$ cat config.mk
export PLATFORM = sky130hd
export DESIGN_NAME = offchip_mem_ctrl_flat
export DESIGN_NICKNAME = d
export VERILOG_FILES = /design/src/rtl/offchip_mem_ctrl_if.sv /design/src/rtl/offchip_mem_ctrl.sv /design/src/flat_wrapper.sv
export SDC_FILE = /design/constraint.sdc
export NUM_CORES = 1
export LEC_CHECK = 0
export ABC_AREA = 0
export ABC_CLOCK_PERIOD_IN_PS = 3400
export CELL_PAD_IN_SITES_DETAIL_PLACEMENT = 1
export CELL_PAD_IN_SITES_GLOBAL_PLACEMENT = 1
export CORE_MARGIN = 3
export CORE_UTILIZATION = 40
export CTS_CLUSTER_SIZE = 28
export DETAILED_ROUTE_END_ITERATION = 10
export GPL_TIMING_DRIVEN = 0
export PLACE_DENSITY = 0.95
export SYNTH_ARGS = -nofsm -noshare
export SYNTH_HDL_FRONTEND = slang
export SYNTH_SLANG_ARGS = --single-unit
$ cat constraint.sdc
create_clock -name clk -period 3.4 [get_ports clk]
set_clock_uncertainty 0.2 [all_clocks]
set_input_delay 0.68 -clock clk [delete_from_list [all_inputs] [get_ports clk]]
set_output_delay 0.68 -clock clk [all_outputs]
set_load 0.02 [all_outputs]
$ cat src/rtl/offchip_mem_ctrl_if.sv
// Cache-line request port and narrow external beat bus of offchip_mem_ctrl.
// The controller uses the slave view; the requester/memory side uses the master view.
interface offchip_mem_ctrl_if #(
  parameter int LINE_BYTES = 16,
  parameter int ADDR_WIDTH = 32
);
  logic                    offchip_mem_read_en;
  logic                    offchip_mem_write_en;
  logic [ADDR_WIDTH-1:0]   offchip_mem_addr;
  logic [LINE_BYTES*8-1:0] offchip_mem_wdata;
  logic [LINE_BYTES*8-1:0] offchip_mem_data;
  logic                    offchip_mem_ready;
  logic                    busy;
  logic                    ext_req;
  logic                    ext_we;
  logic [ADDR_WIDTH-1:0]   ext_addr;
  logic [31:0]             ext_wdata;
  logic [31:0]             ext_rdata;
  logic                    ext_ack;

  modport slave (
    input  offchip_mem_read_en, offchip_mem_write_en, offchip_mem_addr, offchip_mem_wdata,
    input  ext_rdata, ext_ack,
    output offchip_mem_data, offchip_mem_ready, busy,
    output ext_req, ext_we, ext_addr, ext_wdata
  );

  modport master (
    output offchip_mem_read_en, offchip_mem_write_en, offchip_mem_addr, offchip_mem_wdata,
    output ext_rdata, ext_ack,
    input  offchip_mem_data, offchip_mem_ready, busy,
    input  ext_req, ext_we, ext_addr, ext_wdata
  );
endinterface

$ cat src/rtl/offchip_mem_ctrl.sv
// Off-chip memory controller: turns one cache-line read/write into a burst of
// 32-bit acked beats on an external SRAM-style bus, with a one-cycle ready pulse.
module offchip_mem_ctrl #(
  parameter int LINE_BYTES = 16,
  parameter int ADDR_WIDTH = 32
) (
  input  logic               clk,
  input  logic               rst,
  offchip_mem_ctrl_if.slave  bus
);
  localparam int NBEATS = LINE_BYTES / 4;
  localparam int BEAT_W = (NBEATS > 1) ? $clog2(NBEATS) : 1;
  localparam int LINE_W = LINE_BYTES * 8;
  localparam logic [BEAT_W-1:0] LAST_BEAT = BEAT_W'(NBEATS - 1);

  typedef enum logic [2:0] {
    IDLE    = 3'd0,
    RD_BEAT = 3'd1,
    WR_BEAT = 3'd2,
    DONE    = 3'd3,
    RELEASE = 3'd4
  } state_e;

  function automatic logic [31:0] line_word(input logic [LINE_W-1:0] line,
                                            input logic [BEAT_W-1:0] idx);
    logic [31:0] w;
    w = 32'd0;
    for (int i = 0; i < NBEATS; i++) begin
      if (idx == BEAT_W'(i)) begin
        w = line[32*i +: 32];
      end
    end
    return w;
  endfunction

  function automatic logic [ADDR_WIDTH-1:0] beat_addr(input logic [ADDR_WIDTH-1:0] base,
                                                      input logic [BEAT_W-1:0]     idx);
    return base + ADDR_WIDTH'({idx, 2'b00});
  endfunction

  state_e                 state_q, state_d;
  logic [BEAT_W-1:0]      beat_q, beat_d, beat_nxt;
  logic [ADDR_WIDTH-1:0]  base_q, base_d, accept_base;
  logic [LINE_W-1:0]      wdata_q, wdata_d;
  logic [LINE_W-1:0]      data_q, data_d;
  logic                   armed_q, armed_d;
  logic                   ext_req_q, ext_req_d;
  logic                   ext_we_q, ext_we_d;
  logic [ADDR_WIDTH-1:0]  ext_addr_q, ext_addr_d;
  logic [31:0]            ext_wdata_q, ext_wdata_d;
  logic                   ready_q, ready_d;
  logic                   busy_q, busy_d;
  logic                   rd_s, wr_s, req_any;

  assign rd_s    = bus.offchip_mem_read_en;
  assign wr_s    = bus.offchip_mem_write_en;
  assign req_any = rd_s | wr_s;

  // Next-state and next-output logic; every output is registered from its _d value.
  always_comb begin
    state_d     = state_q;
    beat_d      = beat_q;
    base_d      = base_q;
    wdata_d     = wdata_q;
    data_d      = data_q;
    armed_d     = armed_q;
    ext_req_d   = ext_req_q;
    ext_we_d    = ext_we_q;
    ext_addr_d  = ext_addr_q;
    ext_wdata_d = ext_wdata_q;
    beat_nxt    = beat_q + BEAT_W'(1);
    accept_base = bus.offchip_mem_addr & ~ADDR_WIDTH'(LINE_BYTES - 1);

    case (state_q)
      IDLE: begin
        // armed_q is only set after a cycle with both enables low, so a level
        // still held across reset cannot start a burst.
        if (armed_q && req_any) begin
          state_d     = wr_s ? WR_BEAT : RD_BEAT;
          armed_d     = 1'b0;
          base_d      = accept_base;
          wdata_d     = bus.offchip_mem_wdata;
          beat_d      = '0;
          ext_req_d   = 1'b1;
          ext_we_d    = wr_s;
          ext_addr_d  = accept_base;
          ext_wdata_d = line_word(bus.offchip_mem_wdata, '0);
        end else begin
          armed_d = armed_q | ~req_any;
        end
      end
      RD_BEAT, WR_BEAT: begin
        if (bus.ext_ack) begin
          if (state_q == RD_BEAT) begin
            for (int i = 0; i < NBEATS; i++) begin
              if (beat_q == BEAT_W'(i)) begin
                data_d[32*i +: 32] = bus.ext_rdata;
              end
            end
          end else begin
            data_d = data_q;
          end
          if (beat_q == LAST_BEAT) begin
            state_d     = DONE;
            beat_d      = '0;
            ext_req_d   = 1'b0;
            ext_we_d    = 1'b0;
            ext_addr_d  = '0;
            ext_wdata_d = 32'd0;
          end else begin
            beat_d      = beat_nxt;
            ext_addr_d  = beat_addr(base_q, beat_nxt);
            ext_wdata_d = line_word(wdata_q, beat_nxt);
          end
        end else begin
          state_d = state_q;
        end
      end
      DONE: begin
        state_d = RELEASE;
      end
      RELEASE: begin
        if (!req_any) begin
          state_d = IDLE;
          armed_d = 1'b1;
        end else begin
          state_d = RELEASE;
        end
      end
      default: begin
        state_d     = IDLE;
        armed_d     = 1'b0;
        beat_d      = '0;
        ext_req_d   = 1'b0;
        ext_we_d    = 1'b0;
        ext_addr_d  = '0;
        ext_wdata_d = 32'd0;
      end
    endcase

    ready_d = (state_d == DONE);
    busy_d  = (state_d == RD_BEAT) || (state_d == WR_BEAT) || (state_d == DONE);
  end

  // State and output registers; reset drops ext_req and discards any partial line.
  always_ff @(posedge clk or negedge rst) begin
    if (!rst) begin
      state_q     <= IDLE;
      beat_q      <= '0;
      base_q      <= '0;
      wdata_q     <= '0;
      data_q      <= '0;
      armed_q     <= 1'b0;
      ext_req_q   <= 1'b0;
      ext_we_q    <= 1'b0;
      ext_addr_q  <= '0;
      ext_wdata_q <= 32'd0;
      ready_q     <= 1'b0;
      busy_q      <= 1'b0;
    end else begin
      state_q     <= state_d;
      beat_q      <= beat_d;
      base_q      <= base_d;
      wdata_q     <= wdata_d;
      data_q      <= data_d;
      armed_q     <= armed_d;
      ext_req_q   <= ext_req_d;
      ext_we_q    <= ext_we_d;
      ext_addr_q  <= ext_addr_d;
      ext_wdata_q <= ext_wdata_d;
      ready_q     <= ready_d;
      busy_q      <= busy_d;
    end
  end

  assign bus.offchip_mem_data  = data_q;
  assign bus.offchip_mem_ready = ready_q;
  assign bus.busy              = busy_q;
  assign bus.ext_req           = ext_req_q;
  assign bus.ext_we            = ext_we_q;
  assign bus.ext_addr          = ext_addr_q;
  assign bus.ext_wdata         = ext_wdata_q;
endmodule

$ cat src/flat_wrapper.sv
// flat-port wrapper written by rule: the top's interface ports become plain ports
module offchip_mem_ctrl_flat 
#(
  parameter int LINE_BYTES = 16,
  parameter int ADDR_WIDTH = 32
)
  (clk, rst, bus_offchip_mem_read_en, bus_offchip_mem_write_en, bus_offchip_mem_addr, bus_offchip_mem_wdata, bus_ext_rdata, bus_ext_ack, bus_offchip_mem_data, bus_offchip_mem_ready, bus_busy, bus_ext_req, bus_ext_we, bus_ext_addr, bus_ext_wdata);
  offchip_mem_ctrl_if #(.LINE_BYTES(LINE_BYTES), .ADDR_WIDTH(ADDR_WIDTH)) bus_i ();
  input  logic clk;
  input  logic rst;
  input wire logic [$bits(bus_i.offchip_mem_read_en)-1:0] bus_offchip_mem_read_en;
  input wire logic [$bits(bus_i.offchip_mem_write_en)-1:0] bus_offchip_mem_write_en;
  input wire logic [$bits(bus_i.offchip_mem_addr)-1:0] bus_offchip_mem_addr;
  input wire logic [$bits(bus_i.offchip_mem_wdata)-1:0] bus_offchip_mem_wdata;
  input wire logic [$bits(bus_i.ext_rdata)-1:0] bus_ext_rdata;
  input wire logic [$bits(bus_i.ext_ack)-1:0] bus_ext_ack;
  output wire logic [$bits(bus_i.offchip_mem_data)-1:0] bus_offchip_mem_data;
  output wire logic [$bits(bus_i.offchip_mem_ready)-1:0] bus_offchip_mem_ready;
  output wire logic [$bits(bus_i.busy)-1:0] bus_busy;
  output wire logic [$bits(bus_i.ext_req)-1:0] bus_ext_req;
  output wire logic [$bits(bus_i.ext_we)-1:0] bus_ext_we;
  output wire logic [$bits(bus_i.ext_addr)-1:0] bus_ext_addr;
  output wire logic [$bits(bus_i.ext_wdata)-1:0] bus_ext_wdata;
  assign bus_i.offchip_mem_read_en = bus_offchip_mem_read_en;
  assign bus_i.offchip_mem_write_en = bus_offchip_mem_write_en;
  assign bus_i.offchip_mem_addr = bus_offchip_mem_addr;
  assign bus_i.offchip_mem_wdata = bus_offchip_mem_wdata;
  assign bus_i.ext_rdata = bus_ext_rdata;
  assign bus_i.ext_ack = bus_ext_ack;
  assign bus_offchip_mem_data = bus_i.offchip_mem_data;
  assign bus_offchip_mem_ready = bus_i.offchip_mem_ready;
  assign bus_busy = bus_i.busy;
  assign bus_ext_req = bus_i.ext_req;
  assign bus_ext_we = bus_i.ext_we;
  assign bus_ext_addr = bus_i.ext_addr;
  assign bus_ext_wdata = bus_i.ext_wdata;
  offchip_mem_ctrl #(.LINE_BYTES(LINE_BYTES), .ADDR_WIDTH(ADDR_WIDTH)) u_core (.clk(clk), .rst(rst), .bus(bus_i));
endmodule
-- Word level (Yosys, flattened, before mapping)
Index checks and enable logic that the tools add are counted.
- bits in registers: 358
- input port bits: 197
- word-level logic and storage cells: 87
- equal/unequal tests: 17
- add/subtract/negate cells: 2
- reductions and logical operators: 17
- muxes and demuxes: 31
- bitwise gates (word level): 5
- operators by type and width (kind ; count):
    32-bit 2-to-1 mux ; 10
    32-bit one-hot mux with 3 select lines ; 2
    32-bit by 4-bit adder with 32-bit output ; 1
    4-bit AND reduction ; 5
    3-bit by 2-bit equality test with 1-bit output (second input constant) ; 4
    3-bit 2-to-1 mux ; 4
    3-bit one-hot mux with 4 select lines ; 1
    1-bit one-hot mux with 3 select lines ; 3
    2-bit equality test (second input constant) ; 4
    2-bit 2-to-1 mux ; 4
    3-bit by 1-bit equality test with 1-bit output (second input constant) ; 2
    1-bit 2-to-1 mux ; 6
    2-bit one-hot mux with 3 select lines ; 1
    2-bit by 1-bit equality test with 1-bit output (second input constant) ; 2
    2-bit logical NOT ; 2
    2-bit by 1-bit inequality test with 1-bit output (second input constant) ; 2
    2-bit inequality test (second input constant) ; 2
    2-bit AND reduction ; 2
    2-bit OR reduction ; 2
    3-bit equality test (second input constant) ; 1
    3-bit logical NOT ; 1
    1-bit NOT ; 3
    3-bit AND reduction ; 1
    3-bit OR reduction ; 1
    4 further kinds ; 6

-- Longest topological paths before layout
- word-level depth: 9
- depth in mapped cells: 8
- gate-level depth less buffers: 6

-- Least setup slack after synthesis
No wires, ideal clock.
- path kind: input -> register
- start: input bus_offchip_mem_read_en
- end: register u_core.ext_wdata_q[17], in the netlist u_core.bus.ext_wdata[17]
- data arrival time: 1.742 ns
- setup slack: 1.323 ns
- library setup time: 0.135 ns
- buffers on the path: 3
- cell stages on the path: 7
- data required time: 3.065 ns
- path through: or2_2 > and3_1 > buf_2 > buf_4 > buf_4 > nand2_1 > o211ai_1
- longest elaborated chain between the ends: 4
- ends and longest elaborated chain (element ; line ; RTL):
    from (decl) ; flat_wrapper.sv:11 ; input wire logic [$bits(bus_i.offchip_mem_read_en)-1:0] bus_offchip_mem_read_en;
    1-bit OR ; offchip_mem_ctrl.sv:57 ; assign req_any = rd_s | wr_s;
    1-bit logical AND ; offchip_mem_ctrl.sv:78 ; if (armed_q && req_any) begin
    2-bit by 1-bit inequality test with 1-bit output (no source line) ; -- ;
    3-bit AND reduction (no source line) ; -- ;
    to (signal assigned) ; offchip_mem_ctrl.sv:170 ; ext_wdata_q <= ext_wdata_d;
    to (decl) ; offchip_mem_ctrl.sv:50 ; logic [31:0] ext_wdata_q, ext_wdata_d;
No other way between the ends.
A chain may end at the register's enable or synchronous reset.

-- Worst setup path after layout
- start: register u_core.beat_q[0]
- end: register u_core.ext_wdata_q[26], in the netlist u_core.bus.ext_wdata[26]
- longest elaborated chain between the ends: 9
- elaborated cells between the ends (all ways): 13
- ends and longest elaborated chain (element ; line ; RTL):
    from (decl) ; offchip_mem_ctrl.sv:42 ; logic [BEAT_W-1:0] beat_q, beat_d, beat_nxt;
    from (signal assigned) ; offchip_mem_ctrl.sv:162 ; beat_q <= beat_d;
    2-bit by 1-bit adder with 2-bit output ; offchip_mem_ctrl.sv:71 ; beat_nxt = beat_q + BEAT_W'(1);
    2-bit logical NOT ; offchip_mem_ctrl.sv:29 ; if (idx == BEAT_W'(i)) begin
    32-bit 2-to-1 mux (4 in series) ; offchip_mem_ctrl.sv:29 ;
    32-bit 2-to-1 mux * ; offchip_mem_ctrl.sv:103 ; if (beat_q == LAST_BEAT) begin
    32-bit 2-to-1 mux * ; offchip_mem_ctrl.sv:93 ; if (bus.ext_ack) begin
    32-bit one-hot mux with 3 select lines * ; offchip_mem_ctrl.sv:74 ; case (state_q)
Every way passes the cells marked *; elsewhere a longest branch is shown, timed or not. The select of a mux whose other input is x is not followed.

==> impl_metrics.csv <==
group,metric,value,unit
logic_synthesis,ys_seq_elements,356,
critical_path,setup.worst_path.start_class,"flip-flop",
sta,final_hold_viol_count,0,
sta,period_needed,2.85,ns
routing,vias,11900,
routing,via_per_inst,5.39,
critical_path,worstPathCellList,"ha_1 > nor3_2 > clkbuf_1 > o221ai_1 > o211ai_1",
place,postPlaceCellArea,0.0187,mm²
floorplan,ios,393,
final_layout,fin_area,0.0200,mm²
place,placed_cells,2135,
critical_path,slowest_delay,0.61,ns
global_route,track_usage,0.273,
sta,finalSetupViolCount,0,
critical_path,r2r_end,"u_core.bus.ext_wdata[26]",
clocking,cts_resized,0,
global_route,grt_max_degree,128,
final_layout,drive_gt1_frac,0.138,
critical_path,r2r_setup_slack,0.55,ns
final_layout,final_nets,1926,
clocking,clk_latency,0.51,ns
logic_synthesis,yosysSeqAreaShare,0.625,
critical_path,path_class,"flip-flop to flip-flop",
floorplan,die_w,195,µm
clocking,clk_path_buf_depth,3,
clocking,cts_made_buffers,39,
sta,timing.final.crit_share,0.837,
clocking,cts-root-buf,"clkbuf_16",
hold_path,hold_path_class,"input pin to async pin",
final_layout,fin_util,0.573,
place,place_congestion,0.819,
clocking,hold_buffers,0,
place,dpl.hpwl,38100,µm
floorplan,fp.dieH,195,µm
logic_synthesis,synth_cell_types,39,
floorplan,placementRows,68,
final_layout,stdcell_count,2206,
global_route,grt_pass1_wl,80900,µm
routing,drc_errors,0,
logic_synthesis,avgSynthCellArea,11.0,µm²
routing,drtIter0Drc,860,
power_and_ir_drop,p_leak,9.59,nW
clocking,cts.sinks,356,
logic_synthesis,syn_inst,1292,
critical_path,end_kind,"flip-flop",
sta,max_freq,351,MHz
floorplan,die_area,0.0379,mm²
critical_path,worstPathRequired,3.62,ns
logic_synthesis,yosys_warnings,0,
critical_path,critPathArrivalTime,3.06,ns
routing,wl_per_cell,24.0,µm
clocking,cts_tree,"built",
global_route,grt_overflow,0,
critical_path,r2r_cells,5,
sta,slew_headroom,0.363,
sta,fin_setup_tns,0,ns
critical_path,crit_path_top_delay_cell,"clkbuf_1",
routing,ant_nets,0,
clocking,path_clk_slew,0.06,ns
clocking,cts_max_level,2,
critical_path,reg2reg_from,"u_core.beat_q[0]",
routing,first_pass_iters,5,
sta,worst_pin_slew,0.956,ns
sta,hold_ws,0.0354,ns
global_route,antenna_found_initial,4,
power_and_ir_drop,vdd_ir_drop_max,0.000472,V
routing,routed_wl,52800,µm
power_and_ir_drop,powerDensity,950,mW/mm²
final_layout,final_common_cell,"nand2_1",
global_route,grt_pass1_vias,13660,
status,status,"finished clean",
sta,drv_slew,0,
clocking,post-cts-setup-buffers,0,
final_layout,final_cell_mix,"nand2_1 (541), clkdlybuf4s50_1 (384), dfrtp_1 (356)",
floorplan,initial_core_util,0.409,
final_layout,area_growth_syn_to_layout,40.1,%
logic_synthesis,syn_area,0.0142,mm²
floorplan,core_area,0.0348,mm²
place,io_buffers,385,
sta,rsz0062_at_grt,"false",
flow_run,max-cap-violations,0,
critical_path,critPathMaxFanout,10,
[report_power, final]
part | leakage [nW] | switching [mW] | internal [mW]
clock | 0.591 | 1.68 | 2.39
sequential | 4.63 | 1.16 | 5.99
combinational | 4.37 | 4.45 | 3.28
total | 9.59 | 7.30 | 11.7
[through the flow]
stage          setup WS [ns]  total power, mW
2_1_floorplan           1.32             11.0
3_3_place_gp          -13.49             14.2
3_5_place_dp           0.370             14.8
4_1_cts                0.538             19.1
5_1_grt                0.387             19.9
6_report               0.554             19.0
[cells in the mapped netlist]
library cell  number  area (µm²)
and3b_1            1        8.76
nor3b_4            1        18.8
o211ai_1          32         240
and2_0             1        6.26
inv_1              5        18.8
a32oi_4            1        27.5
nor3_2             1        10.0
o221ai_1          31         272
nand4b_1           1        8.76
buf_4              8        60.1
xnor2_1            1        8.76
and2_1             1        6.26
nor2_2             1        6.26
buf_2             38         190
o21ai_0           10        50.1
ha_1               8         100
nor2_1             3        11.3
nor2b_1            2        12.5
nand2b_1           2        12.5
clkbuf_2           1        5.00
a22oi_1           28         210
nand3_1            4        20.0
a32o_1             4        40.0
a21o_1             1        7.51
a32oi_1            1        8.76
and3_1             2        12.5
nand2b_4           1        13.8
clkbuf_1          35         131
a221oi_1          31         272
o21bai_1           1        7.51
nand2_1          541        2030
o22a_1             1        8.76
nand3b_1           1        7.51
conb_1             1        3.75
dfrtp_1          356        8910
a21oi_1            2        10.0
a31oi_1            1        6.26
mux2_2           129        1450
or2_2              3        18.8
[kinds of logic after synthesis]
| group | synth area share |
|---|---|
| buffers and inverters | 0.0285 |
| XOR/XNOR | 0.000615 |
| AND/OR/NAND/NOR | 0.155 |
| adder cells (fa/ha/maj) | 0.00703 |
| AO/OA/AOI/OAI | 0.0814 |
| other | 0.000263 |
| multiplexers | 0.102 |
| flip-flops | 0.625 |
[state kept, by name, summed over array words and instances (netlist names)]
| name | flops |
|---|---|
| u_core.bus.ext_addr | 30 |
| u_core.armed_q | 1 |
| u_core.state_q | 3 |
| u_core.bus.ext_req | 1 |
| u_core.bus.busy | 1 |
| u_core.bus.ext_we | 1 |
| u_core.wdata_q | 128 |
| u_core.base_q | 28 |
| u_core.bus.ext_wdata | 32 |
| u_core.bus.offchip_mem_data | 128 |
| u_core.bus.offchip_mem_ready | 1 |
| u_core.beat_q | 2 |
[worst max-delay path: cells and delay by family, from the launching register on]
kind | cells | cell delay [ns]
AOI/OAI and AO/OA | 2 | 0.54
adders and majority gates | 1 | 0.32
buffers and inverters | 1 | 0.61
DFF | 1 | 0.47
and+or+nand+nor | 1 | 0.60
[worst max path at each step]
stage                              from                              end  slack (ns)  cells past startpoint
3_5_place_dp   bus_offchip_mem_write_en          u_core.bus.ext_wdata[2]        0.37                      6
3_3_place_gp                        rst  u_core.bus.offchip_mem_data[11]      -13.49                      1
2_1_floorplan   bus_offchip_mem_read_en         u_core.bus.ext_wdata[17]        1.32                      7
6_report               u_core.beat_q[0]         u_core.bus.ext_wdata[26]        0.55                      5
4_1_cts                u_core.beat_q[0]         u_core.bus.ext_wdata[26]        0.54                      5
5_1_grt                u_core.beat_q[0]         u_core.bus.ext_wdata[26]        0.39                      5
[final cells by class]
type | count | area, µm²
plain buffers | 82 | 387
repair buffers | 387 | 3910
flip-flops and latches | 356 | 8910
clock inverters | 8 | 70.1
multi-input cells | 850 | 4930
diodes | 4 | 10.0
well taps | 455 | 569
inverters | 5 | 18.8
fillers | 3662 | 14800
clock buffers | 59 | 1140
[routing by layer]
layer / vias to the layer above / routed length, µm / GRT usage
met5: - / 0 / 0
met4: 0 / 1910 / 0.0979
met3: 126 / 3400 / 0.0503
met2: 511 / 27100 / 0.493
met1: 6052 / 20400 / 0.325
li1: 5211 / - / -
(Power assumes the default switching activity.)
